[src/rtl/alu_bist_pkg.sv]
// alu_bist_pkg: shared state encoding, MISR constants and the MISR next-state helper
package alu_bist_pkg;
  typedef enum logic [1:0] {IDLE = 2'd0, RUN = 2'd1, DONE = 2'd2} state_t;
  localparam logic [15:0] MISR_POLY = 16'h1021;
  localparam int NUM_VECTORS = 2048;
  localparam int RESP_W = 7;
  function automatic logic [15:0] misr_next(input logic [15:0] s, input logic [RESP_W-1:0] d);
    return {s[14:0], 1'b0} ^ (s[15] ? MISR_POLY : 16'h0) ^ {{(16-RESP_W){1'b0}}, d};
  endfunction
endpackage

[src/rtl/alu_bist_if.sv]
// alu_bist_if: ALU-under-test bus; master drives opcode_o/a_o/b_o, slave returns result_i and zf_i/cf_i/pf_i
interface alu_bist_if;
  logic [2:0] opcode_o;
  logic [3:0] a_o, b_o, result_i;
  logic zf_i, cf_i, pf_i;
  modport master(output opcode_o, a_o, b_o, input result_i, zf_i, cf_i, pf_i);
  modport slave(input opcode_o, a_o, b_o, output result_i, zf_i, cf_i, pf_i);
endinterface

[src/rtl/alu_bist_misr.sv]
// misr16: 16-bit MISR; ports clk, rst_n (sync, loads seed), load (loads seed), seed, en (absorbs din), din, sig
module misr16
  import alu_bist_pkg::*;
(
  input  logic              clk,
  input  logic              rst_n,
  input  logic              load,
  input  logic [15:0]       seed,
  input  logic              en,
  input  logic [RESP_W-1:0] din,
  output logic [15:0]       sig
);
  always_ff @(posedge clk)
    sig <= (!rst_n || load) ? seed : en ? misr_next(sig, din) : sig;
endmodule

[src/rtl/alu_bist_ctrl.sv]
// alu_bist_ctrl: exhaustive ALU BIST sweep; ports clk, rst_n, start, abort, alu (bus master), busy, done, pass, signature, vec_count
module alu_bist_ctrl
  import alu_bist_pkg::*;
#(
  parameter logic [15:0] GOLDEN_SIG = 16'h0000,
  parameter logic [15:0] SEED       = 16'hFFFF
) (
  input  logic              clk,
  input  logic              rst_n,
  input  logic              start,
  input  logic              abort,
  alu_bist_if.master        alu,
  output logic              busy,
  output logic              done,
  output logic              pass,
  output logic [15:0]       signature,
  output logic [11:0]       vec_count
);
  state_t      state;
  logic [10:0] idx;
  logic        go, absorb;
  assign go = state != RUN && start;
  assign absorb = state == RUN && !abort;
  assign {alu.opcode_o, alu.a_o, alu.b_o} = busy ? idx : 11'd0;
  assign pass = done && signature == GOLDEN_SIG;
  always_ff @(posedge clk) begin
    if (!rst_n) begin
      state <= IDLE;
      idx <= '0;
      vec_count <= '0;
      busy <= 1'b0;
      done <= 1'b0;
    end else if (go) begin
      state <= RUN;
      idx <= '0;
      vec_count <= '0;
      busy <= 1'b1;
      done <= 1'b0;
    end else if (state == RUN) begin
      if (abort) begin
        state <= IDLE;
        busy <= 1'b0;
      end else begin
        idx <= idx + 11'd1;
        vec_count <= vec_count + 12'd1;
        if (idx == 11'(NUM_VECTORS - 1)) begin
          state <= DONE;
          busy <= 1'b0;
          done <= 1'b1;
        end
      end
    end
  end
  misr16 u_misr (
    .clk  (clk),
    .rst_n(rst_n),
    .load (go),
    .seed (SEED),
    .en   (absorb),
    .din  ({alu.result_i, alu.zf_i, alu.cf_i, alu.pf_i}),
    .sig  (signature)
  );
endmodule

[src/flat_wrapper.sv]
// flat-port wrapper written by rule: the top's interface ports become plain ports
module alu_bist_ctrl_flat import alu_bist_pkg::*;
#(
  parameter logic [15:0] GOLDEN_SIG = 16'h0000,
  parameter logic [15:0] SEED       = 16'hFFFF
)
  (clk, rst_n, start, abort, busy, done, pass, signature, vec_count, alu_opcode_o, alu_a_o, alu_b_o, alu_result_i, alu_zf_i, alu_cf_i, alu_pf_i);
  alu_bist_if alu_i ();
  input  logic clk;
  input  logic rst_n;
  input  logic start;
  input  logic abort;
  output logic busy;
  output logic done;
  output logic pass;
  output logic [15:0] signature;
  output logic [11:0] vec_count;
  output wire logic [$bits(alu_i.opcode_o)-1:0] alu_opcode_o;
  output wire logic [$bits(alu_i.a_o)-1:0] alu_a_o;
  output wire logic [$bits(alu_i.b_o)-1:0] alu_b_o;
  input wire logic [$bits(alu_i.result_i)-1:0] alu_result_i;
  input wire logic [$bits(alu_i.zf_i)-1:0] alu_zf_i;
  input wire logic [$bits(alu_i.cf_i)-1:0] alu_cf_i;
  input wire logic [$bits(alu_i.pf_i)-1:0] alu_pf_i;
  assign alu_opcode_o = alu_i.opcode_o;
  assign alu_a_o = alu_i.a_o;
  assign alu_b_o = alu_i.b_o;
  assign alu_i.result_i = alu_result_i;
  assign alu_i.zf_i = alu_zf_i;
  assign alu_i.cf_i = alu_cf_i;
  assign alu_i.pf_i = alu_pf_i;
  alu_bist_ctrl #(.GOLDEN_SIG(GOLDEN_SIG), .SEED(SEED)) u_core (.clk(clk), .rst_n(rst_n), .start(start), .abort(abort), .alu(alu_i), .busy(busy), .done(done), .pass(pass), .signature(signature), .vec_count(vec_count));
endmodule
[config.mk]
export PLATFORM = sky130hd
export DESIGN_NAME = alu_bist_ctrl_flat
export DESIGN_NICKNAME = d
export VERILOG_FILES = /design/src/rtl/alu_bist_pkg.sv /design/src/rtl/alu_bist_if.sv /design/src/rtl/alu_bist_misr.sv /design/src/rtl/alu_bist_ctrl.sv /design/src/flat_wrapper.sv
export SDC_FILE = /design/constraint.sdc
export NUM_CORES = 1
export LEC_CHECK = 0
export BUFFER_PORTS_ARGS = -buffer_cell sky130_fd_sc_hd__buf_2
export CAP_MARGIN = 20
export CORE_ASPECT_RATIO = 0.9
export CORE_MARGIN = 8
export CORE_UTILIZATION = 56
export DETAILED_ROUTE_END_ITERATION = 16
export PLACE_DENSITY = 0.87
export SKIP_CTS_REPAIR_TIMING = 1
export SLEW_MARGIN = 20
export SYNTH_ARGS = -nofsm -noshare
export SYNTH_HDL_FRONTEND = slang
export SYNTH_SLANG_ARGS = --single-unit
export TNS_END_PERCENT = 50
[constraint.sdc]
create_clock -name clk -period 4.6 [get_ports clk]
set_input_delay 0.46 -clock clk [delete_from_list [all_inputs] [get_ports clk]]
set_output_delay 0.46 -clock clk [all_outputs]
set_load 0.01 [all_outputs]
==> run summary, run 1 <==
outcome: complete, no violations
hold slack final: 445 ps
Most Crowded Layer GR: met2
multi-input logic area: 1080 um2
core area: 3430 um2
dpl hpwl: 3370 um
reg2reg end: u_core.u_misr.sig[1]$_SDFFE_PP1P_
final RePlAce weighted congestion: 0.798
clk_skew: 5.51 ps
relative slew slack: 0.289
clock root buffer: clkbuf_8
area of the mapped netlist: 2040 um2
worst hold start: start
Yosys top cell area share: 0.412
Hold Crit Depth: 3
port buffer count: 52
H-tree depth: 2
Reg2Reg Setup Slack: 2480 ps
CTS tree: built
Tcrit/Tclk final: 0.461
# DRC: 0
WL/cell: 14.2 um
Top FF cell, synth: dfxtp_1
Post-Synth Adder-Cell Area: 0.0123
final hold violations: 0
vias in the first global route: 1712
fin worst setup slack: 2480 ps
detailed-router iteration count before antenna repair: 4
final count of negative-setup-slack endpoints: 0
# IOs: 53
Yosys warnings: 0
Compound-Gate Fraction of Synth Area: 0.177
leading cell type in the layout, fill and taps excluded: buf_2
largest family of logic cells by synthesized area: simple AND/OR/NAND/NOR gates
# fillers: 288
mux share of post-synthesis cell area: 0.0392
CTS clk-pin slew, worst paths: 80 ps
EDFF count, synth: 0
Critical R2R Launch: u_core.busy$_SDFFE_PN0P_
Starting DRT DRC Count: 139
Tmin final: 2120 ps
power per standard cell area: 281 nW/um2
Post-Synth XOR/XNOR Area: 0.0472
CP Launch Point: u_core.busy$_SDFFE_PN0P_
Layout Area Growth over Synthesis: 16.9%
Tightest Pin Transition: 1060 ps
GRT met1 Usage: 0.190
GRT Total Usage: 0.162
total wire length after detailed routing: 4720 um
Vias: 1916
Overflow after GRT: 0
syn_nets: 258
met3 layer usage reported by global route: 0.0573
Slew Viols, Final: 0
nets: 302
clock tree buffer depth: 2
crit path launch type: flip-flop
top post-synthesis cells by area: dfxtp_1, o211ai_1, nand2_1, xnor2_1, mux2i_1
Syn Area/Cell: 8.33 um2
Leak: 0.906 nW
post-synthesis sequential area ratio: 0.412
antenna violations before repair: 0
worst slack at placement: 2170 ps
Yosys cell types: 30
Simple-Gate Fraction of Synth Area: 0.253
clock latency on the worst-skew pair: 300 ps
Die Y: 73.3 um
Sum Neg Setup Slack: 0 ps
Peak Freq: 471 MHz
FP Rows: 20
most frequent cells in the layout: buf_2, dfxtp_1, nand2_1
crit path DAT: 2270 ps
Critical Path Fanout Max: 19
Crit. End Element: flip-flop
Worst Path Required: 4750 ps
synthesis-stage register bit count: 42
GR Util met2: 0.256
Yosys top cell by area: dfxtp_1
path depth of the worst reg2reg path: 3
Die ar.: 5830 um2
detail-routed via count per cell: 5.75
post-synthesis instance total: 245
TritonCTS buffer count: 5
share of post-route cells with drive strength above 1: 0.221
ANT cells: 0
CP Class: reg -> reg
largest net degree at the start of global routing: 44
clk sinks: 42
first-pass GRT wire length: 7590 um
Initial Util: 0.595
Hold EP: u_core.busy$_SDFFE_PN0P_
max-cap violation count: 0
final design utilization: 0.696
antenna-violating nets left: 0
register area: 841 um2
hold crit path type: in -> reg
die width: 79.6 um
Post-synth ARST share: 0
RSZ-0062 raised after global routing: no
VDD IR max: 0.230 mV
-- cell usage after synthesis, types with 7 or more instances --
| cell type | instances |
|---|---|
| a21oi_1 | 14 |
| o211ai_1 | 24 |
| inv_1 | 14 |
| nor4_1 | 10 |
| dfxtp_1 | 42 |
| and2_1 | 11 |
| o31ai_1 | 7 |
| xnor2_1 | 10 |
| nand3_1 | 12 |
| mux2i_1 | 8 |
| nand2_1 | 35 |
| clkbuf_1 | 12 |
-- flip-flops by register name (all words and copies together), names as in the netlist --
register,flops
u_core.u_misr.sig,16
u_core.state,1
u_core.idx,11
u_core.busy,1
u_core.vec_count,12
u_core.done,1
-- final cells by class --
cell class / count / share of cell area
well taps: 44 / 0.0231
flip-flops and latches: 42 / 0.352
inverters: 15 / 0.0236
clock inverters: 2 / 0.00420
clock buffers: 5 / 0.0288
multi-input cells: 171 / 0.453
repair buffers: 54 / 0.115
-- worst max-delay path, cell delays in order (launching register included) --
cell      delay [ps]
dfxtp_1          560
nor2b_2          670
o21a_1           560
o211ai_1         170
-- through the flow --
| step | cells | area [um2] | total power (W) |
|---|---|---|---|
| 2_1_floorplan | 245 | 2040 | 0.000433 |
| 3_3_place_gp | 326 | 2300 | 0.000449 |
| 3_5_place_dp | 326 | 2300 | 0.000452 |
| 4_1_cts | 333 | 2380 | 0.000670 |
| 5_1_grt | 333 | 2390 | 0.000698 |
| 6_report | 333 | 2390 | 0.000669 |
-- worst max-delay path by stage --
stage | to | slack [ps]
after global routing | u_core.u_misr.sig[6]$_SDFFE_PP1P_ | 2240
after CTS | u_core.idx[2]$_SDFFE_PP0P_ | 2150
after detailed placement | u_core.idx[2]$_SDFFE_PP0P_ | 2170
final | u_core.u_misr.sig[1]$_SDFFE_PP1P_ | 2480
after floorplan | pass | 2890
after global placement | u_core.u_misr.sig[6]$_SDFFE_PP1P_ | 2270
-- logic make-up after synthesis --
kind of cell | count (synthesis)
DFF | 42
adders and majority gates | 2
muxes | 8
buffers and inverters | 32
AOI/OAI and AO/OA | 55
and+or+nand+nor | 95
xor gates and xnor gates | 11
-- power by group --
part           leakage [nW]  switching (W)  internal [W]  total (W)
Combinational         0.522      0.0000386     0.0000247  0.0000633
Sequential            0.340     0.00000981      0.000371   0.000380
Clock                0.0438       0.000124      0.000102   0.000226
Total                 0.906       0.000172      0.000497   0.000669
-- layer usage --
metal,vias to the layer above,part of all wire
met5,-,0
met4,0,0.018
met3,9,0.054
met2,48,0.48
met1,890,0.45
li1,969,-
Note: power is estimated with default switching activity, not from simulation.
==> run 2: changes to the inputs <==
--- a/config.mk
+++ b/config.mk
@@ -5,13 +5,14 @@
 export SDC_FILE = /design/constraint.sdc
 export NUM_CORES = 1
 export LEC_CHECK = 0
+export ABC_AREA = 1
 export BUFFER_PORTS_ARGS = -buffer_cell sky130_fd_sc_hd__buf_2
 export CAP_MARGIN = 20
 export CORE_ASPECT_RATIO = 0.9
 export CORE_MARGIN = 8
-export CORE_UTILIZATION = 56
+export CORE_UTILIZATION = 52
 export DETAILED_ROUTE_END_ITERATION = 16
-export PLACE_DENSITY = 0.87
+export PLACE_DENSITY = 0.82
 export SKIP_CTS_REPAIR_TIMING = 1
 export SLEW_MARGIN = 20
 export SYNTH_ARGS = -nofsm -noshare
==> constraint.sdc (replaced) <==
create_clock -name clk -period 2.2 [get_ports clk]
set_input_delay 0.22 -clock clk [delete_from_list [all_inputs] [get_ports clk]]
set_output_delay 0.22 -clock clk [all_outputs]
set_load 0.01 [all_outputs]
==> run summary, run 2 <==
outcome: complete, no violations
Crit. End Element: output port
Yosys top cell by area: dfxtp_1
most flop-heavy register: u_core.u_misr.sig
final RePlAce weighted congestion: 0.843
VDD IR max: 0.439 mV
clk sinks: 42
max-cap violation count: 0
Die ar.: 5980 um2
Reg2Reg Setup Slack: 730 ps
Internal Pwr Total: 0.00131 W
TritonCTS buffer count: 5
WL/cell: 11.8 um
first-pass GRT wire length: 7570 um
# DRC: 0
final count of negative-setup-slack endpoints: 0
share of post-route cells with drive strength above 1: 0.223
Overflow after GRT: 0
final design utilization: 0.654
# fillers: 331
Largest register FFs: 16
Seq pwr share: 0.479
EDFF count, synth: 0
most common cell in the netlist: nand2_1
path depth of the worst reg2reg path: 6
clock tree buffer depth: 2
Die Y: 74.2 um
CTS tree: built
Sum Neg Setup Slack: 0 ps
final hold violations: 0
combinational share of power: 0.074
Sw Share: 0.211
Vias: 1862
clock latency on the worst-skew pair: 290 ps
fin worst setup slack: 620 ps
switching power total: 0.000348 W
Leak: 1.14 nW
Critical Path Fanout Max: 2
crit path capture: pass
Starting DRT DRC Count: 127
dpl hpwl: 3340 um
# IOs: 53
antenna violations before repair: 0
Post-synth ARST share: 0
CTS clk-pin slew, worst paths: 80 ps
most frequent cells in the layout: nand2_1, buf_2, dfxtp_1
clock share of power: 0.447
clock root buffer: clkbuf_8
post-synthesis instance total: 272
Slew Viols, Final: 0
power per standard cell area: 693 nW/um2
crit path launch type: flip-flop
Layout Area Growth over Synthesis: 22.1%
antenna-violating nets left: 0
Yosys warnings: 0
post-synthesis sequential area ratio: 0.430
Initial Util: 0.535
Peak Freq: 633 MHz
register area: 841 um2
RSZ-0062 raised after global routing: no
Placed Area: 2240 um2
crit path DAT: 1360 ps
CP Launch Point: u_core.done$_SDFFE_PP0P_
Syn Area/Cell: 7.19 um2
nets: 339
ANT cells: 0
H-tree depth: 2
GRT Total Usage: 0.154
multi-input logic area: 932 um2
largest net degree at the start of global routing: 24
Tightest Pin Transition: 428 ps
Yosys top cell area share: 0.430
reg2reg end: u_core.idx[7]$_SDFFE_PP0P_
Tcrit/Tclk final: 0.718
Largest regs: u_core.u_misr.sig (16), u_core.vec_count (12), u_core.idx (11)
Tmin final: 1580 ps
clk_skew: 7.32 ps
CP Class: reg -> out
Yosys cell types: 27
detailed-router iteration count before antenna repair: 4
Top FF cell, synth: dfxtp_1
Critical R2R Launch: u_core.busy$_SDFFE_PN0P_
syn_nets: 285
synthesis-stage register bit count: 42
Worst Path Required: 1980 ps
detail-routed via count per cell: 4.99
total wire length after detailed routing: 4390 um
Design Area, Final: 2390 um2
vias in the first global route: 1788
core area: 3650 um2
commonest cells in the netlist: nand2_1, dfxtp_1, inv_1, a21oi_1, nor2_1
leading cell type in the layout, fill and taps excluded: nand2_1
die width: 80.6 um
port buffer count: 52
FP Rows: 21
hold crit path type: in -> reg
worst slack at placement: 752 ps
area of the mapped netlist: 1960 um2
top post-synthesis cells by area: dfxtp_1, nand2_1, inv_1, a21oi_1, nand3_1
relative slew slack: 0.714
[run 2: area by class of cell]
class,count,share of cell area
Multi-Input combinational cell,187,0.390
Sequential cell,42,0.352
Timing Repair Buffer,55,0.118
Inverter,35,0.0550
Clock buffer,6,0.0346
Clock inverter,2,0.0252
Tap cell,46,0.0241
[run 2: critical path: stages, from the launching register on]
cell and delay, ps:
dfxtp_1 340, inv_1 70, nor4_1 320, nand3_1 130, nor2_1 90, buf_2 130
[run 2: worst min path at each step]
| stage | startpoint | endpoint | slack, ps | cells after the start |
|---|---|---|---|---|
| floorplan | rst_n | u_core.busy$_SDFFE_PN0P_ | 360 | 2 |
| global placement | u_core.vec_count[5]$_SDFFE_PP0P_ | u_core.vec_count[5]$_SDFFE_PP0P_ | 450 | 2 |
| detailed placement | u_core.vec_count[4]$_SDFFE_PP0P_ | u_core.vec_count[4]$_SDFFE_PP0P_ | 470 | 1 |
| CTS | alu_result_i[1] | u_core.u_misr.sig[4]$_SDFFE_PP1P_ | 200 | 3 |
| global route | alu_result_i[1] | u_core.u_misr.sig[4]$_SDFFE_PP1P_ | 230 | 3 |
| finish | alu_result_i[0] | u_core.u_misr.sig[3]$_SDFFE_PP1P_ | 200 | 3 |
[run 2: per-stage QoR]
step,std cells,power (W),hold slack [ps]
after global placement,365,0.000930,454
after floorplan,272,0.000893,362
after CTS,373,0.00167,203
final,373,0.00165,201
after global routing,373,0.00172,232
after detailed placement,365,0.000933,474
[run 2: kinds of logic (layout without fill, tap and decap cells)]
| logic type | after synthesis | count (layout) | synth area share |
|---|---|---|---|
| XOR/XNOR | 7 | 7 | 0.0314 |
| AO/OA/AOI/OAI | 47 | 47 | 0.128 |
| buffers and inverters | 43 | 98 | 0.0934 |
| flip-flops | 42 | 42 | 0.430 |
| AND/OR/NAND/NOR | 131 | 131 | 0.305 |
| adder cells (fa/ha/maj) | 2 | 2 | 0.0128 |
[run 2: routing by layer]
| layer | track usage | up-vias | share of wire |
|---|---|---|---|
| met1 | 0.176 | 839 | 0.45 |
| met5 | 0 | - | 0 |
| met4 | 0.0464 | 0 | 0.010 |
| met2 | 0.270 | 36 | 0.48 |
| li1 | - | 980 | - |
| met3 | 0.0435 | 7 | 0.060 |
[run 2: power by group through the flow]
stage | clock (W) | sequential, W | combinational (W)
3_3_place_gp | 0 | 0.000810 | 0.000120
2_1_floorplan | 0 | 0.000814 | 0.0000788
6_report | 0.000739 | 0.000792 | 0.000122
5_1_grt | 0.000785 | 0.000795 | 0.000138
3_5_place_dp | 0 | 0.000810 | 0.000124
4_1_cts | 0.000749 | 0.000792 | 0.000124
